## config.mk

```make
export PLATFORM = sky130hd
export DESIGN_NAME = regfile_wr_arbiter
export DESIGN_NICKNAME = d
export VERILOG_FILES = /design/src/rtl/regfile_pkg.sv /design/src/rtl/rr_pick.sv /design/src/rtl/regfile_wr_arbiter.sv
export SDC_FILE = /design/constraint.sdc
export NUM_CORES = 1
export LEC_CHECK = 0
export BUFFER_PORTS_ARGS = -buffer_cell sky130_fd_sc_hd__buf_2
export CORE_MARGIN = 4
export CORE_UTILIZATION = 40
export DETAILED_ROUTE_END_ITERATION = 7
export GPL_ROUTABILITY_DRIVEN = 1
export PLACE_DENSITY = 0.79
export SKIP_CTS_REPAIR_TIMING = 1
export SLEW_MARGIN = 20
export SYNTH_ARGS = -nofsm -noshare
export SYNTH_HDL_FRONTEND = slang
export SYNTH_SLANG_ARGS = --single-unit
```

## constraint.sdc

```tcl
create_clock -name Clock -period 1.93 [get_ports Clock]
set_clock_uncertainty 0.1 [all_clocks]
set_input_delay 0.193 -clock Clock [delete_from_list [all_inputs] [get_ports Clock]]
set_output_delay 0.193 -clock Clock [all_outputs]
set_load 0.05 [all_outputs]
```

## src/rtl/regfile_pkg.sv

```systemverilog
// Shared constants for the register-file write arbiter: default sizes,
// FSM state encodings and the burst counter width helper.
package regfile_pkg;

    localparam int RF_NREQ     = 4;
    localparam int RF_AW       = 3;
    localparam int RF_DW       = 8;
    localparam int RF_MAXBURST = 4;

    // Counter must be able to hold MAXBURST itself, hence the extra bit.
    function automatic int burst_cw(input int maxburst);
        return $clog2(maxburst) + 1;
    endfunction

    localparam int RF_CW = burst_cw(RF_MAXBURST);

    localparam logic [1:0] ST_IDLE   = 2'd0;
    localparam logic [1:0] ST_SINGLE = 2'd1;
    localparam logic [1:0] ST_BURST  = 2'd2;

endpackage

```

## src/rtl/rr_pick.sv

```systemverilog
// Combinational round-robin picker: first request at or after ptr_i (mod N),
// ignoring excluded requesters; one-hot result plus a valid flag.
module rr_pick #(
    parameter int N  = 4,
    parameter int PW = 2
) (
    input  logic [N-1:0]  req_i,
    input  logic [PW-1:0] ptr_i,
    input  logic [N-1:0]  excl_i,
    output logic          vld_o,
    output logic [N-1:0]  pick_o
);

    logic [N-1:0]   masked;
    logic [N-1:0]   rot;
    logic [N-1:0]   first;
    logic [2*N-1:0] dbl;
    logic [2*N-1:0] back;

    assign masked = req_i & ~excl_i;

    // Rotate so ptr_i lands on bit 0, isolate the lowest set bit, rotate back.
    // Both halves are OR-ed because they carry the same bits where valid.
    assign dbl    = {masked, masked} >> ptr_i;
    assign rot    = dbl[N-1:0] | dbl[2*N-1:N];
    assign first  = rot & (-rot);
    assign back   = {first, first} << ptr_i;
    assign pick_o = back[2*N-1:N] | back[N-1:0];
    assign vld_o  = |masked;

endmodule

```

## src/rtl/regfile_wr_arbiter.sv

```systemverilog
// Round-robin arbiter for the shared register-file write port with optional
// locked bursts; grant one cycle after request, write one cycle after grant.
module regfile_wr_arbiter
    import regfile_pkg::*;
#(
    parameter int NREQ     = RF_NREQ,
    parameter int AW       = RF_AW,
    parameter int DW       = RF_DW,
    parameter int MAXBURST = RF_MAXBURST
) (
    input  logic               Clock,
    input  logic               Reset,
    input  logic [NREQ-1:0]    Req,
    input  logic [NREQ-1:0]    Lock,
    input  logic [NREQ*AW-1:0] AddrIn,
    input  logic [NREQ*DW-1:0] DataIn,
    output logic [NREQ-1:0]    Grant,
    output logic               WrEn,
    output logic [AW-1:0]      WrAddr,
    output logic [DW-1:0]      WrData
);

    localparam int PW = (NREQ > 1) ? $clog2(NREQ) : 1;
    localparam int CW = burst_cw(MAXBURST);

    logic [1:0]      state_q,   state_d;
    logic [NREQ-1:0] grant_q,   grant_d;
    logic [PW-1:0]   ptr_q,     ptr_d;
    logic [CW-1:0]   cnt_q,     cnt_d;
    logic            wr_en_q,   wr_en_d;
    logic [AW-1:0]   wr_addr_q, wr_addr_d;
    logic [DW-1:0]   wr_data_q, wr_data_d;

    logic [PW-1:0]   g_idx;
    logic [PW-1:0]   p_idx;
    logic [NREQ-1:0] pick;
    logic            pick_vld;
    logic            burst_cont;

    // grant_q is zero in IDLE, so it doubles as the exclusion mask.
    rr_pick #(
        .N  (NREQ),
        .PW (PW)
    ) u_pick (
        .req_i  (Req),
        .ptr_i  (ptr_q),
        .excl_i (grant_q),
        .vld_o  (pick_vld),
        .pick_o (pick)
    );

    always_comb begin
        g_idx = '0;
        p_idx = '0;
        for (int i = 0; i < NREQ; i++) begin
            if (grant_q[i]) g_idx = PW'(i);
            if (pick[i])    p_idx = PW'(i);
        end
    end

    assign burst_cont = (state_q == ST_BURST) && Req[g_idx] && Lock[g_idx]
                        && (cnt_q < CW'(MAXBURST));

    always_comb begin
        state_d   = state_q;
        grant_d   = grant_q;
        ptr_d     = ptr_q;
        cnt_d     = cnt_q;
        wr_en_d   = 1'b0;
        wr_addr_d = wr_addr_q;
        wr_data_d = wr_data_q;

        // A grant cycle only writes if the requester still holds Req.
        if (state_q != ST_IDLE && Req[g_idx]) begin
            wr_en_d   = 1'b1;
            wr_addr_d = AddrIn[g_idx*AW +: AW];
            wr_data_d = DataIn[g_idx*DW +: DW];
        end

        if (burst_cont) begin
            cnt_d = cnt_q + CW'(1);
        end else if (pick_vld) begin
            grant_d = pick;
            ptr_d   = (p_idx == PW'(NREQ-1)) ? '0 : p_idx + PW'(1);
            if (Lock[p_idx]) begin
                state_d = ST_BURST;
                cnt_d   = CW'(1);
            end else begin
                state_d = ST_SINGLE;
                cnt_d   = '0;
            end
        end else begin
            grant_d = '0;
            state_d = ST_IDLE;
            cnt_d   = '0;
        end
    end

    always_ff @(posedge Clock) begin
        if (Reset) begin
            state_q   <= ST_IDLE;
            grant_q   <= '0;
            ptr_q     <= '0;
            cnt_q     <= '0;
            wr_en_q   <= 1'b0;
            wr_addr_q <= '0;
            wr_data_q <= '0;
        end else begin
            state_q   <= state_d;
            grant_q   <= grant_d;
            ptr_q     <= ptr_d;
            cnt_q     <= cnt_d;
            wr_en_q   <= wr_en_d;
            wr_addr_q <= wr_addr_d;
            wr_data_q <= wr_data_d;
        end
    end

    assign Grant  = grant_q;
    assign WrEn   = wr_en_q;
    assign WrAddr = wr_addr_q;
    assign WrData = wr_data_q;

endmodule

```

==> metrics.txt <==
status=finished clean; CP delay by family, top=compound AO/OA/AOI/OAI gates; gp weighted congestion=~0.9; hold crit path type=in -> reg; CTS Buffer Depth=2; R2R Path End=cnt_q[0]$_SDFF_PP0_; clk root buf=clkbuf_4; Slew HR=between 60% and 70%; clk sinks=23; worst slew pin tran=527 ps; First DRT Iteration DRCs=slightly below 100; R2R Setup Slk=60 ps; Ys Warns=0; CP Cell Sequence=nor3b_1 -> o32a_1 -> nand3b_1 -> a311o_1 -> a311oi_2; post-synthesis cell count=165; antenna cells=0; final setup violation count=0; vias post-DR=1471; Critical Path Source Type=register; total grt overflow=0; Syn Std Cell Area=1430 µm²; Core ar.=3390 µm²; peak supply drop=384 µV; Crit-path slowest cell=dfxtp_1; Routed Antenna Nets=0; Hold Startpoint=AddrIn[10]; global-route usage over all layers=16.2%; largest net degree at the start of global routing=24; final worst path period need=1870 ps; Fin Hold WS=106 ps; share of post-route cells with drive strength above 1=between 40% and 50%; r2r startpoint=ptr_q[0]$_SDFFE_PP0P_; htree depth=1; Area Overhead vs Synth=31.6%; initial core utilization=42.1%; iteration count of the initial detailed-routing pass=4; vias in the first global route=1307; I/O pin total=70; Place WS=22.2 ps; Synth async-reset ratio=0%; CP required=2060 ps; FILL cells=345; die area=4590 µm²; max frequency=535 MHz; final hold vios=0; Placed Cells=roughly 280; power density cells=878 nW/µm²; total CTS buffers=3; TritonCTS clock tree=done; global-route wire length before repair=between 5 and 6 mm; Total Wirelength=3.83 mm; nets@finish=about 290; RSZ-0062 raised after global routing=yes; top cells by count, synth=dfxtp_1 (23), mux2i_1 (23), nor2_1 (18); crit path max fanout=6; area leader, netlist=dfxtp_1; post-synth cell types=between 40 and 50; Leak=0.884 nW; CTS clk-pin slew, worst paths=about 130 ps; drt drc=0; Top FF cell, synth=dfxtp_1; Synth top area share=32.3%; setup ws final=61.1 ps; main area contributors after synthesis=dfxtp_1 (32%), mux2i_1 (16%), a211oi_1 (5.8%), nor2_1 (4.7%), o21ai_0 (4.2%); latest clock arrival within the worst-skew pair=300 ps; hold path cells=3; fin crit share=96.8%; FF+latch count, synth=23; CP Capture Type=register; Pwr Total=~1.6 mW; post-DP HPWL=3.12 mm; final sum of negative setup slack=0 ps; Pins Over Slew Limit=0; vias per inst=5.27; input/output buffers=69; Post-DP Area=roughly 1800 µm²; Core Util, Final=55.4%; Avg Synthesized Cell Area=8.64 µm²; Crit Path Category=reg -> reg; Worst Path Buf+Inv=0; drt wl/cell=13.7 µm; Die Width=67.7 µm; Final Non-Filler Cells=roughly 280; crit path DAT=2000 ps; worst hold path endpoint=WrAddr[1]$_SDFFE_PP0P_; Reg2Reg Depth=5; design area=1880 µm²; max cap viols=0; Post-synth EDFFs=0; antenna violations before repair=0; Die Ht=67.7 µm; post-synthesis sequential area ratio=32.3%; syn_nets=220; FP Rows=21; Worst path max stage delay=450 ps
layout make-up:
cell class	count	area [µm²]	share of cell area, %
well taps	46	57.6	3.07
clock buffers	3	22.5	1.20
repair buffers	74	383	20.4
multi-input cells	131	930	49.5
clock inverters	1	5.00	0.267
flip-flops and latches	23	475	25.3
inverters	1	3.75	0.200
cells in the final DEF (no fill, tap or decap), types with 2 or more instances in the layout:
cell      Yosys  layout
o221a_2       2       2
and2_1        2       2
dfxtp_1      23      19
nor2b_2       2       2
nor3_1        2       2
buf_4         1       5
a22o_1        3       3
a211oi_1     11      11
nand2b_1      4       4
nor2_1       18      18
mux2i_1      23      23
buf_2         2      69
dfxtp_4       0       4
clkbuf_4      0       3
nand2_1      15      15
a22oi_1       2       2
o21ai_0      12      12
and3_1        3       3
a21oi_1       4       4
nor2b_1       4       4
layer usage:
metal | wire (µm) | share of wire, % | global-route usage (%) | up-vias
met4 | 38 | 0.99 | 3.04 | 0
met3 | 233 | 6.1 | 3.00 | 4
li1 | - | - | - | 752
met2 | 1960 | 51 | 29.2 | 48
met1 | 1600 | 42 | 20.0 | 667
met5 | 0 | 0 | 0 | -
flip-flops by register name (all words and copies together) (netlist names):
signal,cells
cnt_q,3
WrEn,1
Grant,4
WrData,8
ptr_q,2
WrAddr,3
state_q,2
cells by family (layout without fill, tap and decap cells):
| logic type | count (synthesis) | in the layout | synth area share [%] |
|---|---|---|---|
| AO/OA/AOI/OAI | 48 | 48 | 25.7 |
| adder cells (fa/ha/maj) | 1 | 1 | 0.877 |
| buffers and inverters | 11 | 79 | 3.86 |
| flip-flops | 23 | 23 | 32.3 |
| multiplexers | 25 | 25 | 17.7 |
| AND/OR/NAND/NOR | 57 | 57 | 19.6 |
how the worst max path moves through the flow:
stage,cells after the start,endpoint,from
2_1_floorplan,6,Grant[0]$_SDFFE_PP0N_,Grant[1]$_SDFFE_PP0N_
3_3_place_gp,6,cnt_q[0]$_SDFF_PP0_,Req[3]
3_5_place_dp,5,cnt_q[0]$_SDFF_PP0_,ptr_q[0]$_SDFFE_PP0P_
4_1_cts,5,cnt_q[0]$_SDFF_PP0_,ptr_q[0]$_SDFFE_PP0P_
5_1_grt,6,Grant[0]$_SDFFE_PP0N_,Grant[1]$_SDFFE_PP0N_
6_report,5,cnt_q[0]$_SDFF_PP0_,ptr_q[0]$_SDFFE_PP0P_
worst register-to-register path, cell delays in order, from the launching register on:
cell and delay [ps]:
dfxtp_1 450, nor3b_1 100, o32a_1 320, nand3b_1 170, a311o_1 420, a311oi_2 250
power breakdown:
group | internal (mW) | switching, mW | total [mW]
clock | 0.0771 | 0.143 | 0.220
sequential | 0.561 | 0.0610 | 0.622
combinational | 0.291 | 0.516 | 0.806
total | 0.929 | 0.719 | 1.65
No activity file was read; power rests on OpenSTA's default activity.
